<file path="config.mk">
export PLATFORM = sky130hd
export DESIGN_NAME = cdb_broadcast_arbiter_flat
export DESIGN_NICKNAME = d
export VERILOG_FILES = /design/src/rtl/cdb_broadcast_arbiter_if.sv /design/src/rtl/cdb_broadcast_arbiter.sv /design/src/flat_wrapper.sv
export SDC_FILE = /design/constraint.sdc
export NUM_CORES = 1
export LEC_CHECK = 0
export ABC_AREA = 1
export CAP_MARGIN = 20
export CELL_PAD_IN_SITES_DETAIL_PLACEMENT = 1
export CELL_PAD_IN_SITES_GLOBAL_PLACEMENT = 1
export CORE_UTILIZATION = 23
export CTS_CLUSTER_DIAMETER = 30
export DETAILED_ROUTE_END_ITERATION = 10
export HOLD_SLACK_MARGIN = 0.08
export PLACE_DENSITY_LB_ADDON = 0.3
export SYNTH_ARGS = -nofsm -noshare
export SYNTH_HDL_FRONTEND = slang
export SYNTH_SLANG_ARGS = --single-unit
</file>
<file path="constraint.sdc">
create_clock -name clk -period 2.3 [get_ports clk]
set_clock_uncertainty 0.05 [all_clocks]
set_input_delay 0.345 -clock clk [delete_from_list [all_inputs] [get_ports clk]]
set_output_delay 0.345 -clock clk [all_outputs]
set_load 0.02 [all_outputs]
</file>
<file path="src/rtl/cdb_broadcast_arbiter_if.sv">
// FU <-> CDB arbiter handshake bundle. master = functional-unit side, slave = arbiter.
// An FU holds i_fu_ready and its payload stable until it sees its o_fu_broadcast_en bit, and
// it is consumed in that grant cycle. o_cdb_valid is a one-cycle pulse with no backpressure.
interface cdb_broadcast_arbiter_if #(
  parameter int NUM_FU  = 4,
  parameter int ROBSIZE = 8
);
  localparam int ID_W = $clog2(NUM_FU);

  logic [NUM_FU-1:0]         i_fu_ready;
  logic [NUM_FU*32-1:0]      i_fu_data;
  logic [NUM_FU*ROBSIZE-1:0] i_fu_rob_addr;
  logic [NUM_FU-1:0]         i_fu_addr_cal;
  logic [NUM_FU-1:0]         i_fu_con_branch_comp;
  logic [NUM_FU-1:0]         o_fu_broadcast_en;
  logic                      o_cdb_valid;
  logic [31:0]               o_cdb_data;
  logic [ROBSIZE-1:0]        o_cdb_rob_addr;
  logic                      o_cdb_addr_cal;
  logic                      o_cdb_con_branch_comp;
  logic [ID_W-1:0]           o_cdb_fu_id;

  modport master (
    output i_fu_ready, i_fu_data, i_fu_rob_addr, i_fu_addr_cal, i_fu_con_branch_comp,
    input  o_fu_broadcast_en, o_cdb_valid, o_cdb_data, o_cdb_rob_addr,
           o_cdb_addr_cal, o_cdb_con_branch_comp, o_cdb_fu_id
  );

  modport slave (
    input  i_fu_ready, i_fu_data, i_fu_rob_addr, i_fu_addr_cal, i_fu_con_branch_comp,
    output o_fu_broadcast_en, o_cdb_valid, o_cdb_data, o_cdb_rob_addr,
           o_cdb_addr_cal, o_cdb_con_branch_comp, o_cdb_fu_id
  );
endinterface

</file>
<file path="src/rtl/cdb_broadcast_arbiter.sv">
// Grants one FU per cycle onto the common data bus; registered grant, registered CDB entry.
// Build option CDB_ARB_FIXED_PRIO_EN: lowest-index requester wins instead of round-robin.
module cdb_broadcast_arbiter #(
  parameter int NUM_FU  = 4,
  parameter int ROBSIZE = 8
) (
  input  logic                    clk,
  input  logic                    rstn,
  input  logic                    i_flush,
  cdb_broadcast_arbiter_if.slave  io_bus
);
  localparam int ID_W = $clog2(NUM_FU);

  logic [NUM_FU-1:0]  r_grant;
  logic [ID_W-1:0]    r_grant_idx;
  logic               r_cdb_valid;
  logic [31:0]        r_cdb_data;
  logic [ROBSIZE-1:0] r_cdb_rob_addr;
  logic               r_cdb_addr_cal;
  logic               r_cdb_con_branch_comp;
  logic [ID_W-1:0]    r_cdb_fu_id;

  logic [NUM_FU-1:0]  w_req;
  logic [NUM_FU-1:0]  w_grant_nxt;
  logic [ID_W-1:0]    w_sel_idx;
  logic               w_found;
`ifndef CDB_ARB_FIXED_PRIO_EN
  logic [ID_W-1:0]    r_rr_ptr;
  logic [ID_W-1:0]    w_ptr_nxt;
`endif

  // The FU granted last cycle may still show ready while it reacts; never grant it twice.
  assign w_req = io_bus.i_fu_ready & ~r_grant;

  always_comb begin : p_select
    logic [ID_W-1:0] v_idx;
`ifndef CDB_ARB_FIXED_PRIO_EN
    logic [ID_W:0]   v_sum;
    v_sum = '0;
`endif
    w_found     = 1'b0;
    w_sel_idx   = '0;
    w_grant_nxt = '0;
    v_idx       = '0;
    for (int i = 0; i < NUM_FU; i++) begin
`ifdef CDB_ARB_FIXED_PRIO_EN
      v_idx = ID_W'(i);
`else
      v_sum = {1'b0, r_rr_ptr} + (ID_W+1)'(i);
      if (v_sum >= (ID_W+1)'(NUM_FU)) v_sum = v_sum - (ID_W+1)'(NUM_FU);
      v_idx = v_sum[ID_W-1:0];
`endif
      if (!w_found && w_req[v_idx]) begin
        w_found   = 1'b1;
        w_sel_idx = v_idx;
      end
    end
    if (w_found) w_grant_nxt[w_sel_idx] = 1'b1;
  end

`ifndef CDB_ARB_FIXED_PRIO_EN
  assign w_ptr_nxt = (w_sel_idx == ID_W'(NUM_FU-1)) ? '0 : w_sel_idx + 1'b1;
`endif

  always_ff @(posedge clk) begin
    if (!rstn) begin
      r_grant               <= '0;
      r_grant_idx           <= '0;
`ifndef CDB_ARB_FIXED_PRIO_EN
      r_rr_ptr              <= '0;
`endif
      r_cdb_valid           <= 1'b0;
      r_cdb_data            <= '0;
      r_cdb_rob_addr        <= '0;
      r_cdb_addr_cal        <= 1'b0;
      r_cdb_con_branch_comp <= 1'b0;
      r_cdb_fu_id           <= '0;
    end else if (i_flush) begin
      // A grant issued this cycle is dropped: no capture, pointer untouched.
      r_grant     <= '0;
      r_cdb_valid <= 1'b0;
    end else begin
      r_grant     <= w_grant_nxt;
      r_grant_idx <= w_sel_idx;
`ifndef CDB_ARB_FIXED_PRIO_EN
      if (w_found) r_rr_ptr <= w_ptr_nxt;
`endif
      r_cdb_valid <= |r_grant;
      if (|r_grant) begin
        r_cdb_data            <= io_bus.i_fu_data[r_grant_idx*32 +: 32];
        r_cdb_rob_addr        <= io_bus.i_fu_rob_addr[r_grant_idx*ROBSIZE +: ROBSIZE];
        r_cdb_addr_cal        <= io_bus.i_fu_addr_cal[r_grant_idx];
        r_cdb_con_branch_comp <= io_bus.i_fu_con_branch_comp[r_grant_idx];
        r_cdb_fu_id           <= r_grant_idx;
      end
    end
  end

  assign io_bus.o_fu_broadcast_en     = r_grant;
  assign io_bus.o_cdb_valid           = r_cdb_valid;
  assign io_bus.o_cdb_data            = r_cdb_data;
  assign io_bus.o_cdb_rob_addr        = r_cdb_rob_addr;
  assign io_bus.o_cdb_addr_cal        = r_cdb_addr_cal;
  assign io_bus.o_cdb_con_branch_comp = r_cdb_con_branch_comp;
  assign io_bus.o_cdb_fu_id           = r_cdb_fu_id;

endmodule

</file>
<file path="src/flat_wrapper.sv">
// flat-port wrapper written by rule: the top's interface ports become plain ports
module cdb_broadcast_arbiter_flat 
#(
  parameter int NUM_FU  = 4,
  parameter int ROBSIZE = 8
)
  (clk, rstn, i_flush, io_bus_i_fu_ready, io_bus_i_fu_data, io_bus_i_fu_rob_addr, io_bus_i_fu_addr_cal, io_bus_i_fu_con_branch_comp, io_bus_o_fu_broadcast_en, io_bus_o_cdb_valid, io_bus_o_cdb_data, io_bus_o_cdb_rob_addr, io_bus_o_cdb_addr_cal, io_bus_o_cdb_con_branch_comp, io_bus_o_cdb_fu_id);
  cdb_broadcast_arbiter_if #(.NUM_FU(NUM_FU), .ROBSIZE(ROBSIZE)) io_bus_i ();
  input  logic clk;
  input  logic rstn;
  input  logic i_flush;
  input wire logic [$bits(io_bus_i.i_fu_ready)-1:0] io_bus_i_fu_ready;
  input wire logic [$bits(io_bus_i.i_fu_data)-1:0] io_bus_i_fu_data;
  input wire logic [$bits(io_bus_i.i_fu_rob_addr)-1:0] io_bus_i_fu_rob_addr;
  input wire logic [$bits(io_bus_i.i_fu_addr_cal)-1:0] io_bus_i_fu_addr_cal;
  input wire logic [$bits(io_bus_i.i_fu_con_branch_comp)-1:0] io_bus_i_fu_con_branch_comp;
  output wire logic [$bits(io_bus_i.o_fu_broadcast_en)-1:0] io_bus_o_fu_broadcast_en;
  output wire logic [$bits(io_bus_i.o_cdb_valid)-1:0] io_bus_o_cdb_valid;
  output wire logic [$bits(io_bus_i.o_cdb_data)-1:0] io_bus_o_cdb_data;
  output wire logic [$bits(io_bus_i.o_cdb_rob_addr)-1:0] io_bus_o_cdb_rob_addr;
  output wire logic [$bits(io_bus_i.o_cdb_addr_cal)-1:0] io_bus_o_cdb_addr_cal;
  output wire logic [$bits(io_bus_i.o_cdb_con_branch_comp)-1:0] io_bus_o_cdb_con_branch_comp;
  output wire logic [$bits(io_bus_i.o_cdb_fu_id)-1:0] io_bus_o_cdb_fu_id;
  assign io_bus_i.i_fu_ready = io_bus_i_fu_ready;
  assign io_bus_i.i_fu_data = io_bus_i_fu_data;
  assign io_bus_i.i_fu_rob_addr = io_bus_i_fu_rob_addr;
  assign io_bus_i.i_fu_addr_cal = io_bus_i_fu_addr_cal;
  assign io_bus_i.i_fu_con_branch_comp = io_bus_i_fu_con_branch_comp;
  assign io_bus_o_fu_broadcast_en = io_bus_i.o_fu_broadcast_en;
  assign io_bus_o_cdb_valid = io_bus_i.o_cdb_valid;
  assign io_bus_o_cdb_data = io_bus_i.o_cdb_data;
  assign io_bus_o_cdb_rob_addr = io_bus_i.o_cdb_rob_addr;
  assign io_bus_o_cdb_addr_cal = io_bus_i.o_cdb_addr_cal;
  assign io_bus_o_cdb_con_branch_comp = io_bus_i.o_cdb_con_branch_comp;
  assign io_bus_o_cdb_fu_id = io_bus_i.o_cdb_fu_id;
  cdb_broadcast_arbiter #(.NUM_FU(NUM_FU), .ROBSIZE(ROBSIZE)) u_core (.clk(clk), .rstn(rstn), .i_flush(i_flush), .io_bus(io_bus_i));
endmodule
</file>
==> results.ini <==
[clocking]
cts_tree = built
clk_pin_slew_ns = 0.07
numCtsBuffers = 5
htree_levels = 2
cts-resized-gates = 0
holdBufCountCts = 0
cts_sinks = 53
cts_setup_buffers = 0
clock_latency_ns = 0.29
cts_root_buf = clkbuf_16
cts_buffer_depth = 2

[drt]
drt_pass1_iterations = 4
antenna_left = 0
wl_per_cell_um = 16.4
drc = 0
avgViaCountPerCell = 4.89
routed_wl_mm = 14.8
num_vias = 4413
drt_iter0_markers = 152

[power_and_ir_drop]
leakagePower_nw = 2.28
total_power_mw = 5.94
pwr_density_cell_nw_per_um2 = 1020
ir_drop_mv = 0.363

[floorplan]
die-area_um2 = 14800
die_x_um = 122
std_cell_rows = 43
die_y_um = 122
start_util_pct = 23.7
core_um2 = 13900
io_pins = 224

[worst_hold_path]
worstHoldPathCells = 2
min_path_type = flop to flop

[synth]
synthXorXnorAreaFrac_pct = 0
synthCells = 521
yosysSeqAreaShare_pct = 32.2
yosys_warnings = 0
avgSynthCellArea_um2 = 6.33
syn_nets = 698
synth_top_family_by_area = simple AND/OR/NAND/NOR gates
syn_area_um2 = 3300
synth_compound_area_share_pct = 28.9
muxShareOfSynthArea_pct = 0
synth_seq_cells = 53
ys_types = 26
synthAdderAreaFrac_pct = 0.759
synth_simple_gate_area_share_pct = 30.5

[final_layout]
fin_nets = 900
fin_cells = 903
antenna_cells = 0
final_cell_area_um2 = 5840
areaGrowthSynthToFinish_pct = 77.2
drive_gt1_share_pct = 7.47

[placement]
dp_hpwl_mm = 11.3
gp_congestion = 0.842
dp.cells = 896
io_buffers = 223
dpl_cell_area_um2 = 5700

[grt]
track_usage_pct = 20.1
antenna_found_initial = 0
grt-ovfl-total = 0
grt_util_met2_pct = 37.0
grt_pass1_wl_mm = 23.3
use_met3_pct = 5.99
grt_max_degree = 55
grt.busiest_layer = met2
grtUsageMet1_pct = 22.0
grt_pass1_vias = 4681

[sta]
hold_viol_final = 0
tns_ns = 0
finalMaxSlewViolations = 0
period_share_pct = 87.1
max_freq_mhz = 499
rsz0062_at_grt = false
maxSlewHeadroom_pct = 64.9
worst_pin_slew_ns = 0.526
whs_ns = 0.453
setup_viol = 0
period_needed_ns = 2.00

[status]
outcome = complete, no violations

[worst_setup_path]
start_kind = flop
cpMaxStageDelayCell = dfxtp_1
worst-endpoint-required_ns = 2.48
worstPathArrival_ns = 2.18
cp-end-kind = flop
crit_fanout = 8
worstRegToRegCells = 9
cpPeakStageDelay_ns = 0.64
crit_chain = nand3_1, nand3_2, nand2_4, nand2_2, nand3_1, nand3_2, inv_1, ha_1, o21ai_1
critical_path_class = flop to flop

[run]
maxCapViolCount = 0

-- registers in the layout (all words and copies together), names as in the netlist --
register / cells
u_core.io_bus.o_cdb_valid: 1
u_core.io_bus.o_cdb_addr_cal: 1
u_core.io_bus.o_fu_broadcast_en: 4
u_core.r_grant_idx: 2
u_core.r_rr_ptr: 2
u_core.io_bus.o_cdb_con_branch_comp: 1
u_core.io_bus.o_cdb_data: 32
u_core.io_bus.o_cdb_fu_id: 2
u_core.io_bus.o_cdb_rob_addr: 8
-- routing by layer --
metal / part of all wire (%) / wire [µm]
met4: 2.0 / 293
met1: 41 / 6020
met2: 50 / 7450
met5: 0 / 0
met3: 7.1 / 1050
-- power by group --
part           switching (mW)  internal (mW)
combinational            2.14           1.52
clock                   0.348          0.428
sequential              0.224           1.29
total                    2.71           3.23
-- cell usage in the layout (no fill, tap or decap), types with 2 or more instances in the layout --
cell               n
a21oi_1            6
buf_12             2
buf_4             10
clkbuf_16          5
clkdlybuf4s50_1  223
dfxtp_1           52
ha_1               2
inv_1             11
inv_2              7
nand2_1           16
nand2_2           10
nand3_1           13
nand3_2            7
nand3_4            2
nand4_1            2
nor2_1           172
nor2_2             3
o21ai_0          120
o21ai_1           10
o22ai_1           42
-- Yosys cell counts (all sizes together) --
| library cell | count | area [µm²] |
|---|---|---|
| nor2 | 176 | 676 |
| o21ai | 130 | 651 |
| dfxtp | 53 | 1060 |
| o22ai | 42 | 263 |
| nand2 | 27 | 134 |
| clkbuf | 23 | 86.3 |
| nand3 | 22 | 170 |
| inv | 19 | 78.8 |
| buf | 17 | 88.8 |
| a21oi | 7 | 38.8 |
| nand4 | 3 | 25.0 |
| ha | 2 | 25.0 |
-- path summary, 6_finish.rpt --
check | from | end | slack (ns)
max | u_core.r_rr_ptr[0] | u_core.r_rr_ptr[1] | 0.30
min | u_core.io_bus.o_cdb_data[17] | u_core.io_bus.o_cdb_data[17] | 0.45
max reg2reg | u_core.r_rr_ptr[0] | u_core.r_rr_ptr[1] | 0.30
min reg2reg | u_core.io_bus.o_cdb_data[17] | u_core.io_bus.o_cdb_data[17] | 0.45
-- critical path: cells and delay by family (launching register included) --
| family | cells | cell delay, ns |
|---|---|---|
| DFF | 1 | 0.64 |
| adders and majority gates | 1 | 0.28 |
| AOI/OAI and AO/OA | 1 | 0.13 |
| and+or+nand+nor | 6 | 0.78 |
| buffers and inverters | 1 | 0.05 |
-- area by class of cell --
cell class                 count  area, µm²
clock buffer                   6        139
clock inverter                 1       7.51
fill                        1751       8090
inverter                      19       78.8
multi-input combinational    409       1980
sequential                    53       1060
tap                          180        225
timing repair buffer         235       2350
-- kinds of logic after synthesis --
group | Yosys count
AO/OA/AOI/OAI | 179
adder cells (fa/ha/maj) | 2
buffers and inverters | 59
flip-flops | 53
AND/OR/NAND/NOR | 228
-- stage by stage --
step	utilization (%)	worst slack [ns]
6_report	41.9	0.298
5_1_grt	41.9	0.141
4_1_cts	41.9	0.294
3_5_place_dp	40.9	0.132
3_3_place_gp	40.9	0.234
2_1_floorplan	-	0.649
No activity file was read; power rests on OpenSTA's default activity.
